**config.mk**
```make
export PLATFORM = sky130hd
export DESIGN_NAME = sync_fifo_param
export DESIGN_NICKNAME = d
export VERILOG_FILES = /design/src/rtl/sync_fifo_param.sv
export SDC_FILE = /design/constraint.sdc
export NUM_CORES = 1
export LEC_CHECK = 0
export ABC_CLOCK_PERIOD_IN_PS = 5350
export CORE_MARGIN = 1
export CORE_UTILIZATION = 64
export CTS_CLUSTER_DIAMETER = 80
export DETAILED_ROUTE_END_ITERATION = 10
export PLACE_DENSITY = 0.84
export SETUP_SLACK_MARGIN = 0.15
export SLEW_MARGIN = 20
export SYNTH_ARGS = -nofsm -noshare
export SYNTH_HDL_FRONTEND = slang
export SYNTH_SLANG_ARGS = --single-unit
export TNS_END_PERCENT = 5
```
**constraint.sdc**
```tcl
create_clock -name clk -period 5.35 [get_ports clk]
set_input_delay 1.605 -clock clk [delete_from_list [all_inputs] [get_ports clk]]
set_output_delay 1.605 -clock clk [all_outputs]
set_load 0.05 [all_outputs]
```
**src/rtl/sync_fifo_param.sv**
```systemverilog
// sync_fifo_param: single-clock FIFO with occupancy count, almost-full/empty
// thresholds, show-ahead or registered read data, and sticky error flags.
// Ports:
//   clk, rst          - clock, asynchronous active-high reset
//   wren, wdata       - write request and data (accepted when !wfull)
//   rden, rdata       - read request and data (accepted when !rempty)
//   wfull, rempty     - registered full / empty flags
//   count             - occupancy 0..2**asize
//   almost_full/empty - registered threshold flags
//   overflow/underflow- sticky error flags, cleared by clr_err
module sync_fifo_param #(
    parameter int dsize     = 8,
    parameter int asize     = 4,
    parameter int afull_th  = 12,
    parameter int aempty_th = 2,
    parameter int fwft      = 1
) (
    input  logic             clk,
    input  logic             rst,
    input  logic             wren,
    input  logic [dsize-1:0] wdata,
    output logic             wfull,
    input  logic             rden,
    output logic [dsize-1:0] rdata,
    output logic             rempty,
    output logic [asize:0]   count,
    output logic             almost_full,
    output logic             almost_empty,
    output logic             overflow,
    output logic             underflow,
    input  logic             clr_err
);

    localparam int depth = 1 << asize;
    localparam logic [asize:0] full_cnt = (asize + 1)'(depth);
    localparam logic [asize:0] afull_c  = (asize + 1)'(afull_th);
    localparam logic [asize:0] aempty_c = (asize + 1)'(aempty_th);

    if (afull_th < 1 || afull_th > depth) begin : g_bad_afull
        $fatal(1, "sync_fifo_param: afull_th out of range 1..2**asize");
    end
    if (aempty_th < 0 || aempty_th > depth - 1) begin : g_bad_aempty
        $fatal(1, "sync_fifo_param: aempty_th out of range 0..2**asize-1");
    end

    logic [dsize-1:0] mem [depth];
    logic [asize:0]   wptr;
    logic [asize:0]   rptr;
    logic [asize:0]   count_next;
    logic             we_ok;
    logic             re_ok;

    // Accepts look only at registered flags, so there is no
    // combinational path from the requests back into the flags.
    assign we_ok = wren && !wfull;
    assign re_ok = rden && !rempty;

    always_comb begin
        count_next = count;
        if (we_ok && !re_ok) begin
            count_next = count + 1'b1;
        end else if (re_ok && !we_ok) begin
            count_next = count - 1'b1;
        end
    end

    always_ff @(posedge clk or posedge rst) begin
        if (rst) begin
            wptr         <= '0;
            rptr         <= '0;
            count        <= '0;
            wfull        <= 1'b0;
            rempty       <= 1'b1;
            almost_full  <= 1'b0;
            almost_empty <= 1'b1;
        end else begin
            if (we_ok) begin
                wptr <= wptr + 1'b1;
            end
            if (re_ok) begin
                rptr <= rptr + 1'b1;
            end
            count        <= count_next;
            wfull        <= (count_next == full_cnt);
            rempty       <= (count_next == '0);
            almost_full  <= (count_next >= afull_c);
            almost_empty <= (count_next <= aempty_c);
        end
    end

    // A set condition in the same cycle as clr_err keeps the flag set.
    always_ff @(posedge clk or posedge rst) begin
        if (rst) begin
            overflow  <= 1'b0;
            underflow <= 1'b0;
        end else begin
            if (wren && wfull) begin
                overflow <= 1'b1;
            end else if (clr_err) begin
                overflow <= 1'b0;
            end
            if (rden && rempty) begin
                underflow <= 1'b1;
            end else if (clr_err) begin
                underflow <= 1'b0;
            end
        end
    end

    // Storage is deliberately not reset.
    always_ff @(posedge clk) begin
        if (we_ok) begin
            mem[wptr[asize-1:0]] <= wdata;
        end
    end

    if (fwft != 0) begin : g_fwft
        assign rdata = mem[rptr[asize-1:0]];
    end else begin : g_reg
        logic [dsize-1:0] rdata_q;

        always_ff @(posedge clk or posedge rst) begin
            if (rst) begin
                rdata_q <= '0;
            end else if (re_ok) begin
                rdata_q <= mem[rptr[asize-1:0]];
            end
        end

        assign rdata = rdata_q;
    end

endmodule

```
==> results.py <==
metrics = {
    "status": {
        "outcome": "completed",
    },
    "global_route": {
        "grt-ovfl-total": 0,
        "grt_start_max_net_pins": 28,
        "first_pass_grt_wire_length_mm": 18.6,
        "number_of_global_route_vias_before_repair": 3259,
        "antenna_found_initial": 0,
        "grtUsageTotal_pct": 27.1,
    },
    "logic_synthesis": {
        "post_synth_edffs": 128,
        "yosysSeqAreaShare_pct": 71.7,
        "synth_fp_nets": 371,
        "synth_area_per_cell_sq_um": 17.2,
        "synthDistinctLibCells": 42,
        "synth-seq-cells": 147,
        "synthesis.yosys.warnings": 0,
        "synth.cell_area_sq_um": 6020,
        "synth-async-reset-ratio_pct": 12.9,
        "syn-instance-count": 351,
        "dominant_register_cell_in_the_synthesized_netlist": "edfxtp_1",
    },
    "placement": {
        "placed_cells_incl_taps": 481,
        "port_buffers": 31,
        "gp_congestion": 0.886,
        "place.detailed.hpwl_mm": 7.51,
        "placed_cell_area_sq_um": 6430,
    },
    "timing": {
        "final-hold-violation-count": 0,
        "fin_worst_hold_slack_ps": 533,
        "timing.fmax_mhz": 212,
        "rsz_0062_raised_after_global_routing": "no",
        "maxSlewHeadroom_pct": 45.6,
        "skew_ps": 7.45,
        "tightest_slew_ps": 815,
        "post-route-min-period_ps": 4710,
        "timing.final.setup_violations": 0,
        "setup-tns-final_ps": 0,
        "final.period_utilization_pct": 88.0,
        "timing.final.max_slew_violations": 0,
    },
    "critical_path": {
        "worstReg2RegEnd": "mem[5][4]$_DFFE_PP_",
        "cp_cell_sequence": "buf_4 -> mux2_2 -> o21ai_0 -> a21oi_1 -> o21ai_0 -> nand2_1 -> clkdlybuf4s50_1",
        "worstReg2RegStart": "wfull$_DFF_PP0_",
        "worst-path-buf-inv": 2,
        "r2r.worst_path.cells": 4,
        "critical_path.top_delay_family": "buffers and inverters",
        "crit_required_ps": 3740,
        "critPathLaunchType": "flop",
        "slowest_stage_cell_cp": "clkdlybuf4s50_1",
        "path_max_fanout": 13,
        "critical-path-top-cell-by-count": "o21ai_0",
        "rrSetupSlack_ps": 3290,
        "worst_ep_arrival_time_ps": 3100,
        "critical_path_s_largest_stage_delay_ps": 710,
        "worstSetupPathType": "reg2out",
        "critical_path.endpoint_type": "primary output",
    },
    "floorplanning": {
        "core_area_sq_um": 9200,
        "number_of_ports_placed_on_the_die_boundary": 32,
        "die_w_um": 99.0,
        "die_area_sq_um": 9800,
        "floorplan.rows": 35,
        "die_height_um": 99.0,
        "floorplan.initialDensity_pct": 65.5,
    },
    "cells_and_area": {
        "fill_cell_total_of_the_finished_layout": 508,
        "layout.cells.non_filler": 513,
        "antennaDiodeCount": 0,
        "relative_area_change_from_synthesis_to_final_layout_pct": 16.3,
        "final_cell_area_sq_um": 7000,
        "mostFrequentLayoutCell": "edfxtp_1",
        "post_route_cells_drive_above_1_share_pct": 18.2,
        "fin_nets": 409,
        "most_frequent_cells_in_the_layout": "128 x edfxtp_1, 31 x clkdlybuf4s50_1, 24 x mux2i_1",
    },
    "worst_hold_path": {
        "min-delay-path-class": "reg2reg",
        "worstHoldStart": "underflow$_DFFE_PP0P_",
        "timing.hold.worst_path_depth": 2,
        "worstHoldEndpoint": "underflow$_DFFE_PP0P_",
    },
    "clocking": {
        "cts-buffers-inserted": 17,
        "clock_insertion_delay_worst_skew_ps": 530,
        "clock_pin_slew_reported_for_the_worst_setup_and_hold_paths_after_clock_tree_synthesis_ps": 60,
        "cts_max_level": 4,
        "tritoncts_clock_tree": "built",
        "cts_buffer_depth": 2,
        "cts_repair_resize_count": 0,
        "cts_setup_buffers": 0,
        "numClockSinks": 147,
        "ctsHoldBuffers": 0,
        "cts.root.buffer_cell": "clkbuf_8",
    },
    "drt": {
        "detailroute.wirelength.met2_mm": 6.04,
        "routedLengthMet1_mm": 4.88,
        "postRouteAntennaNets": 0,
        "num_vias": 3251,
        "route.met3.wl_um": 864,
        "number_of_remaining_drc_errors": 0,
        "ratio_of_routed_vias_to_standard_cells": 6.34,
        "drt_wl_total_mm": 12.1,
        "uppermost_layer_routed": "met4",
        "detailedRoute.firstPassIterationCount": 5,
        "initialDrtViolationCount": 227,
        "drt-wirelength-per-cell_um": 23.5,
    },
    "power_and_ir_drop": {
        "switching_power_uw": 1570,
        "pwr-share-comb_pct": 36.7,
        "power.density_nw_per_um2": 607,
        "vdd.ir_drop.worst_mv": 0.388,
        "cellInternalPower_uw": 2680,
        "power.share.sequential_pct": 36.6,
        "reported_leakage_power_uw": 0.00242,
        "switch_share_pct": 36.9,
        "clock_power_share_pct": 26.7,
        "finalPower_uw": 4250,
    },
    "flow_run": {
        "cap_violations": 0,
    },
}
[final cells by class]
type	instances	area (sq um)	area share, %
Sequential cell	147	4320	61.7
Multi-Input combinational cell	180	1590	22.6
Clock buffer	18	418	5.97
Timing Repair Buffer	35	353	5.04
Clock inverter	14	156	2.23
Tap cell	111	139	1.98
Inverter	8	30.0	0.429
[tightest hold or removal path: stages, from the launching register on]
cell and delay (ps):
dfrtp_1 380, inv_1 50, o21ai_0 60
[cell usage after synthesis, types with 2 or more instances]
| master | instances | share of area (%) |
|---|---|---|
| mux2_2 | 9 | 1.7 |
| inv_1 | 7 | 0.44 |
| ha_1 | 7 | 1.5 |
| a21oi_1 | 10 | 0.83 |
| buf_4 | 4 | 0.50 |
| and2_1 | 17 | 1.8 |
| mux4_2 | 16 | 6.0 |
| buf_2 | 4 | 0.33 |
| nor3_1 | 4 | 0.33 |
| nor2_1 | 4 | 0.25 |
| nor2b_1 | 2 | 0.21 |
| dfstp_2 | 2 | 0.87 |
| xnor2_1 | 9 | 1.3 |
| a22oi_1 | 9 | 1.1 |
| nand3_1 | 2 | 0.17 |
| edfxtp_1 | 128 | 64 |
| nor4_1 | 4 | 0.42 |
| o21ai_0 | 19 | 1.6 |
| nand2_1 | 20 | 1.2 |
| mux2i_1 | 24 | 4.0 |
| dfrtp_1 | 17 | 7.1 |
| a221oi_1 | 8 | 1.2 |
| clkbuf_1 | 6 | 0.37 |
[per-stage QoR]
| stage | setup slack, ps | utilization [%] |
|---|---|---|
| after floorplan | 1990 | - |
| after detailed placement | 1290 | 69.9 |
| after global routing | 487 | 76.2 |
| final | 643 | 76.2 |
| after CTS | 613 | 76.2 |
| after global placement | 1280 | 69.9 |
[per-layer routing]
layer  vias to the layer above  GRT usage (%)
li1                       1447              -
met1                      1629           36.0
met2                       152           42.9
met3                        23           7.38
met4                         0           11.7
met5                         -              0
[state kept, by name, indices dropped and copies added, names as in the netlist, 4 cells and up]
| signal | cells |
|---|---|
| mem | 128 |
| wptr | 4 |
| rptr | 4 |
| count | 5 |
[power groups by stage]
stage	clock (uW)	combinational [uW]	sequential [uW]
finish	1140	1560	1550
global route	1190	1650	1570
CTS	1140	1560	1550
floorplan	0	1040	1620
global placement	0	1510	1560
detailed placement	0	1530	1570
[logic make-up (layout without fill, tap and decap cells)]
kind of cell	count (synthesis)	count (layout)	share of synthesized area (%)
compound gates	52	52	5.79
xor+xnor	10	10	1.58
fa+ha+maj	7	7	1.45
buf+inv	24	75	1.95
flops	147	147	71.7
mux	49	49	11.7
simple gates	62	62	5.84
[worst max-delay path by stage]
stage                        start        to  slack [ps]  cells after the start
2_1_floorplan  rptr[0]$_DFFE_PP0P_  rdata[2]        1990                      5
3_3_place_gp   rptr[0]$_DFFE_PP0P_  rdata[2]        1280                      7
3_5_place_dp   rptr[0]$_DFFE_PP0P_  rdata[5]        1290                      6
4_1_cts        rptr[0]$_DFFE_PP0P_  rdata[4]         610                      7
5_1_grt        rptr[0]$_DFFE_PP0P_  rdata[4]         490                      7
6_report       rptr[0]$_DFFE_PP0P_  rdata[4]         640                      7
No activity file was read; power rests on OpenSTA's default activity.
